### src/rtl/lsu_pkg.sv
// Shared types and helpers for the load/store unit.
package lsu_pkg;

   localparam logic [1:0] SIZE_B = 2'b00;
   localparam logic [1:0] SIZE_H = 2'b01;
   localparam logic [1:0] SIZE_W = 2'b10;
   localparam logic [1:0] SIZE_X = 2'b11;

   typedef enum logic [2:0] {
      IDLE,
      READ,
      WAIT,
      WRITE,
      ERR
   } state_t;

   function automatic logic bad_access(
      input logic [1:0] size,
      input logic [1:0] lane
   );
      return (size == SIZE_X)
         || (size == SIZE_H && lane[0])
         || (size == SIZE_W && lane != 2'b00);
   endfunction

endpackage

### src/rtl/lsu_lane_align.sv
// Little-endian lane extraction for loads and
// lane merge for read-modify-write stores.
module lsu_lane_align
   import lsu_pkg::*;
(
   input  logic [31:0] word,
   input  logic [31:0] wdata,
   input  logic [1:0]  lane,
   input  logic [1:0]  size,
   input  logic        uns,
   output logic [31:0] rdata,
   output logic [31:0] merged
);

   logic [7:0]  b;
   logic [15:0] h;

   always_comb begin
      b = word[8*lane +: 8];
      h = lane[1] ? word[31:16] : word[15:0];
      rdata = '0;
      merged = word;
      case (size)
         SIZE_B: begin
            rdata = {{24{~uns & b[7]}}, b};
            merged[8*lane +: 8] = wdata[7:0];
         end
         SIZE_H: begin
            rdata = {{16{~uns & h[15]}}, h};
            if (lane[1])
               merged[31:16] = wdata[15:0];
            else
               merged[15:0] = wdata[15:0];
         end
         SIZE_W: begin
            rdata = word;
            merged = wdata;
         end
         default: ;
      endcase
   end

endmodule

### src/rtl/load_store_unit.sv
// Byte-addressed load/store front end for a
// word-addressed data memory without byte enables.
module load_store_unit
   import lsu_pkg::*;
#(
   parameter int ADDR_W = 11,
   parameter int RD_LAT = 1
) (
   input  logic              clk,
   input  logic              rst_n,
   input  logic              req_valid,
   output logic              req_ready,
   input  logic              req_we,
   input  logic [1:0]        req_size,
   input  logic              req_unsigned,
   input  logic [31:0]       req_addr,
   input  logic [31:0]       req_wdata,
   output logic              resp_valid,
   output logic [31:0]       resp_rdata,
   output logic              resp_err,
   output logic              mem_we,
   output logic [ADDR_W-1:0] mem_addr,
   output logic [31:0]       mem_wdata,
   input  logic [31:0]       mem_rdata
);

   state_t state, state_n;

   logic        r_we;
   logic [1:0]  r_size;
   logic        r_uns;
   logic [1:0]  r_lane;
   logic [31:0] r_wdata;

   logic              mem_we_n;
   logic [ADDR_W-1:0] mem_addr_n;
   logic [31:0]       mem_wdata_n;

   logic        accept;
   logic        data_ph;
   logic [31:0] ext;
   logic [31:0] merged;

   // Upper address bits wrap and are intentionally dropped.
   logic unused_addr;
   assign unused_addr = ^req_addr[31:ADDR_W+2];

   assign req_ready = (state == IDLE);
   assign accept = req_valid & req_ready;

   // Cycle in which mem_rdata holds the addressed word.
   assign data_ph = (state == WAIT)
      || (state == READ && RD_LAT == 0);

   lsu_lane_align u_align (
      .word   (mem_rdata),
      .wdata  (r_wdata),
      .lane   (r_lane),
      .size   (r_size),
      .uns    (r_uns),
      .rdata  (ext),
      .merged (merged)
   );

   always_comb begin
      state_n = state;
      mem_we_n = 1'b0;
      mem_addr_n = mem_addr;
      mem_wdata_n = mem_wdata;
      resp_valid = 1'b0;
      resp_err = 1'b0;
      resp_rdata = '0;
      unique case (state)
         IDLE: begin
            if (req_valid) begin
               if (bad_access(req_size, req_addr[1:0])) begin
                  state_n = ERR;
               end else begin
                  mem_addr_n = req_addr[ADDR_W+1:2];
                  if (req_we && req_size == SIZE_W) begin
                     state_n = WRITE;
                     mem_we_n = 1'b1;
                     mem_wdata_n = req_wdata;
                  end else begin
                     state_n = READ;
                  end
               end
            end
         end
         READ: begin
            if (!data_ph)
               state_n = WAIT;
         end
         WAIT: ;
         WRITE: begin
            resp_valid = 1'b1;
            state_n = IDLE;
         end
         ERR: begin
            resp_valid = 1'b1;
            resp_err = 1'b1;
            state_n = IDLE;
         end
         default: state_n = IDLE;
      endcase
      if (data_ph) begin
         if (r_we) begin
            state_n = WRITE;
            mem_we_n = 1'b1;
            mem_wdata_n = merged;
         end else begin
            resp_valid = 1'b1;
            resp_rdata = ext;
            state_n = IDLE;
         end
      end
   end

   always_ff @(posedge clk or negedge rst_n) begin
      if (!rst_n) begin
         state <= IDLE;
         mem_we <= 1'b0;
         mem_addr <= '0;
         mem_wdata <= '0;
      end else begin
         state <= state_n;
         mem_we <= mem_we_n;
         mem_addr <= mem_addr_n;
         mem_wdata <= mem_wdata_n;
      end
   end

   always_ff @(posedge clk or negedge rst_n) begin
      if (!rst_n) begin
         r_we <= 1'b0;
         r_size <= SIZE_B;
         r_uns <= 1'b0;
         r_lane <= 2'b00;
         r_wdata <= '0;
      end else if (accept) begin
         r_we <= req_we;
         r_size <= req_size;
         r_uns <= req_unsigned;
         r_lane <= req_addr[1:0];
         r_wdata <= req_wdata;
      end
   end

endmodule

### config.mk
export PLATFORM = sky130hd
export DESIGN_NAME = load_store_unit
export DESIGN_NICKNAME = d
export VERILOG_FILES = /design/src/rtl/lsu_pkg.sv /design/src/rtl/lsu_lane_align.sv /design/src/rtl/load_store_unit.sv
export SDC_FILE = /design/constraint.sdc
export NUM_CORES = 1
export LEC_CHECK = 0
export CAP_MARGIN = 20
export CORE_MARGIN = 3
export CORE_UTILIZATION = 30
export DETAILED_ROUTE_END_ITERATION = 8
export PLACE_DENSITY = 0.6
export SYNTH_ARGS = -nofsm -noshare
export SYNTH_HDL_FRONTEND = slang
export SYNTH_SLANG_ARGS = --single-unit
export TNS_END_PERCENT = 1
### constraint.sdc
create_clock -name clk -period 3.6 [get_ports clk]
set_input_delay 0.54 -clock clk [delete_from_list [all_inputs] [get_ports clk]]
set_output_delay 0.54 -clock clk [all_outputs]
set_load 0.02 [all_outputs]
==> impl_results.md <==
- # H-tree levels: 3
- Antenna diodes: 0
- Post-synth ARST share: 1.00
- Detailed placement HPWL: approximately 15 mm
- Register area: 2130 um^2
- CTS buffer count: 9
- Sequential area share after synthesis: 0.395
- Status: completed
- Tot Pwr: 6670 uW
- Port Buffers: between 150 and 200
- Avg Cell Area, Syn: 8.62 um^2
- Number of synthesized register bits: 85
- CTS tree: done
- FILL cells: ~1700
- Initial antenna violation count: 0
- Largest net degree at the start of global routing: 49
- Crit-path cells: nor2b_2, buf_4, a22oi_1, a21oi_1, clkdlybuf4s50_1
- Multi-input gate area: 3040 um^2
- Layout Skew: 0.0107 ns
- Mux cell area share after synthesis: 0.103
- Fin Setup TNS: 0 ns
- GP Congestion: 0.906
- Post-CTS setup buffer count: 0
- Post-synthesis simple-gate area fraction: 0.211
- Routed WL: 20.7 mm
- Worst-Margin Slew: approximately 0.94 ns
- Clock buffer depth: 2
- Ratio of cells with drive above 1 in the final layout: 0.109
- Final Max Tran Viols: 0
- Library cells used by synthesis: 47
- Largest family of logic cells by synthesized area: compound AO/OA/AOI/OAI gates
- Worst EP arrival: between 2 and 3 ns
- Critical Path Slowest Stage Cell: dfrtp_1
- Yosys warns: 0
- Adder-cell share of the synthesized area: 0.0116
- Mapped cell area: about 5400 um^2
- Syn-to-layout area delta: 40.1%
- RSZ-0062 raised after global routing: false
- Final Instance Area: 7550 um^2
- Fmax: 289 MHz
- Compound-Gate Fraction of Synth Area: 0.236
- Drt wl/cell: 20.7 um
- Core Area: 17400 um^2
- Initial Utilization: 0.309
- Chip width: 140 um
- GRT overflow: 0
- Critical path peak fanout: 28
- Clock sinks: 85
- Place WS: slightly above 0.4 ns
- GRT Total Usage: 0.208
- Final Hold Fails: 0
- Synthesized netlist cell count: 625
- Number of synthesized flops with an enable pin: 0
- Min cycle time layout: 3.46 ns
- Synth Area in XOR/XNOR: 0
- Global-route wire length before repair: 32.3 mm
- CP Launch Point: r_size[1]$_DFFE_PN0P_
- PD cells: 884 nW/um^2
- Relative slew slack: 0.372
- Ys flop type: dfrtp_1
- Setup ws final: ~0.14 ns
- Clock transition at the registers of the reported paths: 0.07 ns
- Crit Path Category: flop to output port
- Setup-failing EPs final: 0
- CP Capture Type: output port
- Critical Path RT: 3.06 ns
- Max cap viols: 0
- Syn Nets: 733
- Vias post-DR: 5655
- Iter 0 DRT Violations: 459
- Detail-routed via count per cell: 5.66
- Die ar.: 19600 um^2
- Fin crit share: 0.960
- Worst min-delay path category: input port to asynchronous set/reset pin
- Worst IR drop on VDD: 390 uV
- Post-DP Area: 7250 um^2
- Die Y: 140 um
- CTS root buf: clkbuf_16
- Startpoint Class: flop
- Num rows: 48
- NumNets Final: 877
- Launching point of the worst reg2reg path: r_lane[1]$_DFFE_PN0P_
- Slowest stage delay, CP: 0.96 ns
- Skew-Pair Late Insertion Delay: around 0.35 ns
- Via count of the first global-routing pass: about 5700
- Number of nets with antenna violations after routing: 0
- I/O pins: 182
- Leakage: 0.00320 uW
- DRT Pass-1 Iters: 5
- Remaining DRCs: 0
[power by group]
part           internal [uW]  leakage, uW  switching [uW]  total, uW
Clock                    537     0.000133             392        929
Sequential              1430      0.00102             511       1940
Combinational           1680      0.00205            2120       3800
[routing by layer]
metal	global-route usage	vias up	routed length (um)
li1	-	2565	-
met1	0.282	2730	9010
met2	0.317	310	9170
met3	0.0594	50	1760
met4	0.0785	0	724
met5	0	-	0
[path summary, 6_finish.rpt]
kind / depth (start not counted) / end / slack (ns)
worst min-delay path: 1 / mem_we$_DFF_PN0_ / 0.14
worst max-delay path: 5 / resp_rdata[14] / 0.14
worst max register to register: 7 / mem_wdata[4]$_DFF_PN0_ / 0.85
max in group asynchronous: 2 / r_wdata[24]$_DFFE_PN0P_ / 2.68
worst min register to register: 2 / r_wdata[24]$_DFFE_PN0P_ / 0.48
min in group clk: 2 / r_wdata[24]$_DFFE_PN0P_ / 0.48
[cell type report]
type / instances / share of cell area
Multi-Input combinational cell: 482 / 0.402
Sequential cell: 85 / 0.282
Timing Repair Buffer: 185 / 0.237
Tap cell: 225 / 0.0373
Clock buffer: 12 / 0.0313
Clock inverter: 4 / 0.00663
Inverter: 6 / 0.00298
[sequential cells by signal, summed over array words and instances, names as in the netlist]
| signal | cells |
|---|---|
| r_we | 1 |
| r_lane | 2 |
| mem_addr | 11 |
| r_size | 2 |
| state | 3 |
| r_uns | 1 |
| mem_wdata | 32 |
| r_wdata | 32 |
| mem_we | 1 |
[cell families after synthesis]
logic type	after synthesis
and+or+nand+nor	254
AOI/OAI and AO/OA	172
DFF	85
buffers and inverters	58
muxes	51
adders and majority gates	5
[cells in the mapped netlist, types with 7 or more instances]
| cell | number | area, um^2 |
|---|---|---|
| nor2_1 | 7 | 26.3 |
| buf_2 | 14 | 70.1 |
| mux2i_1 | 16 | 160 |
| a21oi_1 | 44 | 220 |
| a221oi_1 | 23 | 201 |
| nand2_1 | 192 | 721 |
| nand3_1 | 7 | 35.0 |
| dfrtp_1 | 85 | 2130 |
| a211oi_1 | 8 | 60.1 |
| a32oi_1 | 9 | 78.8 |
| a22oi_1 | 21 | 158 |
| mux2_2 | 35 | 394 |
| a32o_1 | 7 | 70.1 |
| buf_1 | 9 | 33.8 |
| nor2b_1 | 21 | 131 |
| a31oi_1 | 18 | 113 |
| a41o_1 | 7 | 70.1 |
| clkbuf_1 | 29 | 109 |
| a22o_1 | 10 | 87.6 |
| a221o_1 | 7 | 70.1 |
[critical path: cells and delay by family, from the launching register on]
family                 cells  cell delay (ns)
buffers and inverters      2             0.89
AOI/OAI and AO/OA          2             0.41
and+or+nand+nor            1             0.31
DFF                        1             0.96
[repair_timing]
item / in CTS / in global routing
resized for setup: 0 / 1
setup endpoints to repair: 0 / 2
hold buffers: 0 / 0
[through the flow]
step | hold slack (ns) | std cells | util
after CTS | 0.158 | 999 | 0.433
after global placement | 0.455 | 983 | 0.417
after detailed placement | 0.466 | 983 | 0.417
final | 0.139 | 999 | 0.433
after global routing | 0.173 | 999 | 0.433
after floorplan | 0.244 | 625 | -
[cells in the final DEF (no fill, tap or decap), drive strengths merged, types with 8 or more instances in the layout]
| master | instances |
|---|---|
| nand2 | 192 |
| clkdlybuf4s50 | 161 |
| dfrtp | 85 |
| a21oi | 44 |
| mux2 | 35 |
| buf | 24 |
| a221oi | 23 |
| a22oi | 21 |
| nor2b | 21 |
| a31oi | 18 |
| mux2i | 16 |
| clkbuf | 12 |
| a22o | 10 |
| a32oi | 9 |
| a211oi | 8 |
No activity file was read; power rests on OpenSTA's default activity.
